--- src/rtl/jump_ctrl.sv ---
// Jump controller: launches the program counter, issues conditional relative jumps
// from a writable offset table, and latches program completion until reset.
module jump_ctrl #(
    parameter int D = 12,
    parameter int L = 4
) (
    input  logic         clk,
    input  logic         reset,
    input  logic         start_req,
    input  logic         branch_op,
    input  logic         halt_op,
    input  logic         cond_flag,
    input  logic [L-1:0] lut_idx,
    input  logic         lut_wr_en,
    input  logic [L-1:0] lut_wr_idx,
    input  logic [D-1:0] lut_wr_data,
    input  logic [D-1:0] prog_ctr,
    output logic         start,
    output logic         done,
    output logic         reljump_en,
    output logic [D-1:0] offset,
    output logic [7:0]   jump_count,
    output logic [1:0]   state_dbg
);

    localparam int N = 1 << L;

    // Encoding is visible on state_dbg: 0 IDLE, 1 LAUNCH, 2 RUN, 3 HALTED.
    typedef enum logic [1:0] {
        IDLE   = 2'd0,
        LAUNCH = 2'd1,
        RUN    = 2'd2,
        HALTED = 2'd3
    } state_t;

    state_t       state_q, state_d;
    logic         done_q, done_d;
    logic [7:0]   jump_count_q, jump_count_d;
    logic [D-1:0] table_q [N];
    logic [D-1:0] table_d [N];
    logic [D-1:0] entry;

    assign entry = table_q[lut_idx];

    always_comb begin
        state_d      = state_q;
        table_d      = table_q;
        start        = 1'b0;
        reljump_en   = 1'b0;
        offset       = '0;
        jump_count_d = jump_count_q;
        case (state_q)
            IDLE: begin
                if (lut_wr_en) table_d[lut_wr_idx] = lut_wr_data;
                if (start_req) state_d = LAUNCH;
            end
            LAUNCH: begin
                start   = 1'b1;
                state_d = RUN;
            end
            RUN: begin
                // A zero offset would be a no-op jump, so it is reported as not taken.
                reljump_en = branch_op & cond_flag & ~halt_op & (entry != '0);
                if (reljump_en) begin
                    offset = entry;
                    if (jump_count_q != 8'hFF) jump_count_d = jump_count_q + 8'd1;
                end
                if (halt_op || (prog_ctr == {D{1'b1}})) state_d = HALTED;
            end
            default: state_d = HALTED;
        endcase
        done_d = (state_d == HALTED);
    end

    always_ff @(posedge clk or posedge reset) begin
        if (reset) begin
            state_q      <= IDLE;
            done_q       <= 1'b0;
            jump_count_q <= '0;
            for (int i = 0; i < N; i++) table_q[i] <= '0;
        end else begin
            state_q      <= state_d;
            done_q       <= done_d;
            jump_count_q <= jump_count_d;
            table_q      <= table_d;
        end
    end

    assign done       = done_q;
    assign jump_count = jump_count_q;
    assign state_dbg  = state_q;

endmodule
--- config.mk ---
export PLATFORM = sky130hd
export DESIGN_NAME = jump_ctrl
export DESIGN_NICKNAME = d
export VERILOG_FILES = /design/src/rtl/jump_ctrl.sv
export SDC_FILE = /design/constraint.sdc
export NUM_CORES = 1
export LEC_CHECK = 0
export CORE_MARGIN = 2
export CORE_UTILIZATION = 35
export DETAILED_ROUTE_END_ITERATION = 12
export RECOVER_POWER = 100
export SLEW_MARGIN = 20
export SYNTH_ARGS = -nofsm -noshare
export SYNTH_HDL_FRONTEND = slang
export SYNTH_SLANG_ARGS = --single-unit
--- constraint.sdc ---
create_clock -name clk -period 13.3 [get_ports clk]
set_input_delay 2.66 -clock clk [delete_from_list [all_inputs] [get_ports clk]]
set_output_delay 2.66 -clock clk [all_outputs]
set_load 0.1 [all_outputs]
Word-level counts from Yosys, hierarchy flattened --
Cells that the tools add are included.
Cells by class: equality and inequality tests 5, bitwise operators 6, shift operators 0, muxes and demuxes 13, reduce and logical (&&, ||, !) cells 6, add/sub/neg operators 1, multipliers 0, divide/modulo/power cells 0, $lt $le $gt $ge 3
Operator list (count):
- 192-bit bitwise mux | 1
- 12-bit 2-to-1 mux | 5
- 12-bit binary-select mux with 4-bit select | 1
- 12-bit demux with 4-bit select | 1
- 12-bit equality test (second input constant) | 1
- 12-bit nonzero test | 1
- 5-bit greater-or-equal comparator (second input constant) | 2
- 4-bit inverter with 5-bit output | 2
- 8-bit by 1-bit adder with 8-bit output (second input constant) | 1
- 8-bit != test (second input constant) | 1
- 2-bit case mux with 3 select lines | 1
- 5-bit by 1-bit < comparator with 1-bit output (second input constant) | 1
- 2-bit equality test (second input constant) | 2
- 2-bit 2-to-1 mux | 2
- 1-bit bitwise AND | 3
- 3-bit AND reduction | 1
- 2-bit by 1-bit equality test with 1-bit output (second input constant) | 1
- 2-bit zero test | 1
- 1-bit 2-to-1 mux | 2
- 2-bit AND reduction | 1
- 1-bit logical AND | 1
- 1-bit logical OR | 1
- 1-bit inverter | 1
Word-level totals: register bits 203, input port bits 39, latch bits 0, bits in writable memories 0, memories kept 0, bits in read-only memories 0, output and inout bits 25

Depth between registers and ports, before layout --
word-level depth 8, gate-level depth with buffers 10

Worst setup path after synthesis --
Ideal clock, no wire load.
path type input port to output port, start point input lut_idx[2], end point output offset[0], cell stages on the path 6, slack 4730 ps, path buffers 3, data required time 10640 ps, arrival time 5910 ps, path through clkbuf_1 buf_2 buf_2 mux4_2 mux2i_1 a211oi_1
Between the ends: cells in the longest elaborated chain, start to end 8
Ends and longest elaborated chain:
- from (decl) | RTL line 13 | input logic [L-1:0] lut_idx,
- 4-bit inverter with 5-bit output (not written as such) * | RTL line 43 | assign entry = table_q[lut_idx];
- 12-bit binary-select mux with 4-bit select * | RTL line 43
- 12-bit 2-to-1 mux (not written as such) * (2 in series) | RTL line 43
- 12-bit nonzero test | RTL line 63 | reljump_en = branch_op & cond_flag & ~halt_op & (entry != '0);
- 1-bit bitwise AND | RTL line 63
- 12-bit 2-to-1 mux * | RTL line 64 | if (reljump_en) begin
- 12-bit 2-to-1 mux * | RTL line 52 | case (state_q)
- to (decl) | RTL line 21 | output logic [D-1:0] offset,
Mark *: on every way between the ends. The rest lies on a longest branch, timed or not. The select of a mux whose other input is x is not followed.

Worst setup path after layout --
start point input lut_idx[1], end point output reljump_en
Between the ends: cells in the longest elaborated chain, start to end 7
Ends and longest elaborated chain:
- 4-bit inverter with 5-bit output (not written as such) | RTL line 43
- 12-bit binary-select mux with 4-bit select | RTL line 43
- 12-bit 2-to-1 mux (not written as such) (2 in series) | RTL line 43
- 12-bit nonzero test | RTL line 63
- 1-bit bitwise AND | RTL line 63
- 1-bit 2-to-1 mux | RTL line 52
- to (decl) | RTL line 20 | output logic reljump_en,
Every way passes these cells. The select of a mux whose other input is x is not followed.

==> results.tsv <==
stage	metric	value	unit
outcome	status	finished, violations left	
outcome	violations	max-capacitance violations, max-slew violations	
detailed_routing	drt_iter0_drc	402	
timing	setup_slack	2.580	ns
worst_setup_path	reg2reg_to	jump_count[1]$_DFFE_PP0P_	
worst_setup_path	crit_path_cell_trace	buf_2, clkbuf_1, mux4_2, mux2_1, or3_1, a211oi_1, nand4_4, nor2b_1, dlygate4sd3_1	
timing	relSlewSlack	-2.643	
worst_setup_path	r2r_start	table_q[96]$_DFFE_PP0P_	
worst_setup_path	critPathSlowestCell	clkbuf_1	
synth	async_flop_share	1.000	
worst_setup_path	reg2regPathDepth	7	
placement	dp_cells	991	
die	core-area	26210	sq um
pwr	peakVddDrop	0.08964	mV
synth	avgSynthCellArea	14.89	sq um
synth	ys_warn_count	0	
synth	syn-num-nets	669	
timing	clock_skew	0.01170	ns
synth	synth_top_area_frac	0.5423	
cells_and_area	register_area	5080	sq um
worst_setup_path	crit_type	in -> out	
detailed_routing	vias_per_cell	5.433	
detailed_routing	routed_wl	23.69	mm
detailed_routing	wl_per_cell	22.96	microns
die	die_x	167.6	microns
worst_hold_path	hold_start	table_q[113]$_DFFE_PP0P_	
grt	grt_pass1_vias	6072	
die	die-area	28090	sq um
cells_and_area	fillers	2358	
timing	slew_viol_final	248	
worst_setup_path	ff2ff_setup_slack	10.24	ns
worst_hold_path	min-delay-path-class	reg -> reg	
worst_setup_path	worstPathMaxFanout	39	
worst_setup_path	cp_top_family	buffers and inverters	
clock_network	hold_buffers	0	
cells_and_area	final_nets	722	
die	ios	64	
synth	synthFlopType	dfrtp_1	
clock_network	clkLatencyLatePin	0.51	ns
worst_setup_path	crit_required	10.64	ns
timing	period_needed	10.72	ns
worst_setup_path	setup.worst_path.start_class	input pin	
cells_and_area	area_growth_syn_to_layout	17.47	%
placement	place_ws	4.232	ns
synth	syn_inst	629	
worst_hold_path	holdPathEnd	table_q[113]$_DFFE_PP0P_	
detailed_routing	drt.antenna.violating_nets	0	
pwr	p_per_area	124.0	nW/um^2
detailed_routing	vias	5607	
cells_and_area	drive_gt1_frac	0.4075	
die	fp.dieH	167.6	microns
placement	gp_congestion	0.8057	
cells_and_area	multi_input_area	4078	sq um
clock_network	cts_root_buf	clkbuf_16	
run	drv_cap	4	
timing	final.hold.worst_slack	0.4988	ns
timing	finalCritPeriodShare	0.8060	
synth	syn_area	9368	sq um
clock_network	path_clk_slew	0.05	ns
placement	dp_hpwl	14.37	mm
synth	synth_edf_count	0	
timing	finalHoldViolations	0	
pwr	p_leak	5.130	nW
die	rows	59	
timing	finalSetupViolations	0	
die	start_util	0.3575	
cells_and_area	diodes	0	
worst_setup_path	worst_ep_arrival_time	8.06	ns
timing	tightest_slew	5.435	ns
worst_setup_path	slowest_delay	1.85	ns
timing	max_freq	93.28	MHz
worst_setup_path	end_kind	output port	
grt	overflow	0	
detailed_routing	drc	0	
grt	grt_pass1_wl	36.87	mm
synth	yosys.area.top_type	dfrtp_1	
clock_network	cts_buffers	23	
timing	rsz0062_at_grt	false	
clock_network	htreeDepth	1	
worst_setup_path	path_buf_inv	3	
grt	antenna_found_initial	0	
synth	ys_seq_area_frac	0.5423	
clock_network	clock_sinks	203	
synth	synthTopCellsByArea	dfrtp_1 54%, mux2_2 23%, mux4_2 11%	
cells_and_area	fin_cells	1032	
grt	grt_max_degree	126	
clock_network	clock_path_buffers	3	
synth	synth_most_common_cell	dfrtp_1	
synth	yosys-top-cells-count	203 x dfrtp_1, 194 x mux2_2, 46 x mux4_2	
clock_network	postCtsSetupBuffers	0	
timing	fin_setup_tns	0	ns
clock_network	cts_tree	yes	
grt	grtUsageTotal	0.1727	
synth	synth_cell_types	40	
synth	ys_ff_latch	203	
detailed_routing	first_pass_iters	4	
worst_hold_path	min_path_cells	1	
clock_network	cts-resized-gates	0	
placement	portBuffers	63	
[placed cells by master, fill, tap and decap left out, types with 5 or more instances in the layout]
master           count
nand2_1             18
clkdlybuf4s50_1     30
mux2i_1              6
mux2_2             192
clkbuf_1            16
dfrtp_1            203
nor2_1              21
nor2b_1             11
clkbuf_8             5
nand3_1             16
dlygate4sd3_1       30
nand4_1              6
xnor2_1              6
clkbuf_16           23
a21oi_1              5
mux4_2              46
a22oi_1             11
[worst max path at each step]
| stage | slack (ns) | endpoint | startpoint | cells after the start |
|---|---|---|---|---|
| after global routing | 2.26 | table_q[59]$_DFFE_PP0P_ | reset | 4 |
| after global placement | 4.26 | reljump_en | lut_idx[1] | 9 |
| final | 2.58 | reljump_en | lut_idx[1] | 9 |
| after CTS | 4.23 | reljump_en | lut_idx[1] | 9 |
| after detailed placement | 4.23 | reljump_en | lut_idx[1] | 9 |
| after floorplan | 4.73 | offset[0] | lut_idx[2] | 6 |
[kinds of logic after synthesis]
kind of cell | count (synthesis) | synth area share
AOI/OAI and AO/OA | 32 | 0.02578
xor gates and xnor gates | 6 | 0.005610
adders and majority gates | 1 | 0.001335
buffers and inverters | 49 | 0.02164
DFF | 203 | 0.5423
muxes | 247 | 0.3514
and+or+nand+nor | 91 | 0.05196
[worst register-to-register path, cell delays in order (launching register included)]
cell and delay, ns:
dfrtp_1 0.37, mux4_2 0.46, mux2_1 0.36, or3_1 0.38, a211oi_1 0.56, nand4_4 0.29
nand2_1 0.19, mux2_1 0.33
[sequential cells by signal (all words and copies together) (netlist names)]
| signal | count |
|---|---|
| done | 1 |
| table_q | 192 |
| state_dbg | 2 |
| jump_count | 8 |
[metrics by stage]
| step | utilization | area [sq um] | power [mW] |
|---|---|---|---|
| finish | 0.4199 | 11000 | 1.365 |
| global route | 0.4199 | 11000 | 1.417 |
| CTS | 0.4223 | 11070 | 1.381 |
| detailed placement | 0.3935 | 10310 | 0.7446 |
| global placement | 0.3933 | 10310 | 0.7401 |
| floorplan | - | 9368 | 0.7118 |
[cell type report]
cell class,count,share of cell area
inverter,2,0.0007959
sequential,203,0.4616
multi-input combinational,377,0.3706
clock inverter,7,0.008300
clock buffer,33,0.06026
timing repair buffer,75,0.06038
tap,335,0.03809
[where the power goes]
group	internal (mW)	switching (mW)	leakage (nW)
logic	0.0387	0.0509	1.97
clock network	0.384	0.249	0.370
registers	0.633	0.00804	2.79
[per-layer routing]
metal,track usage,up-vias,share of wire
met5,0,-,0
met4,0.04839,0,0.024
met3,0.03356,37,0.068
met2,0.2728,172,0.47
met1,0.2444,2949,0.44
li1,-,2449,-
No activity file was read; power rests on OpenSTA's default activity.
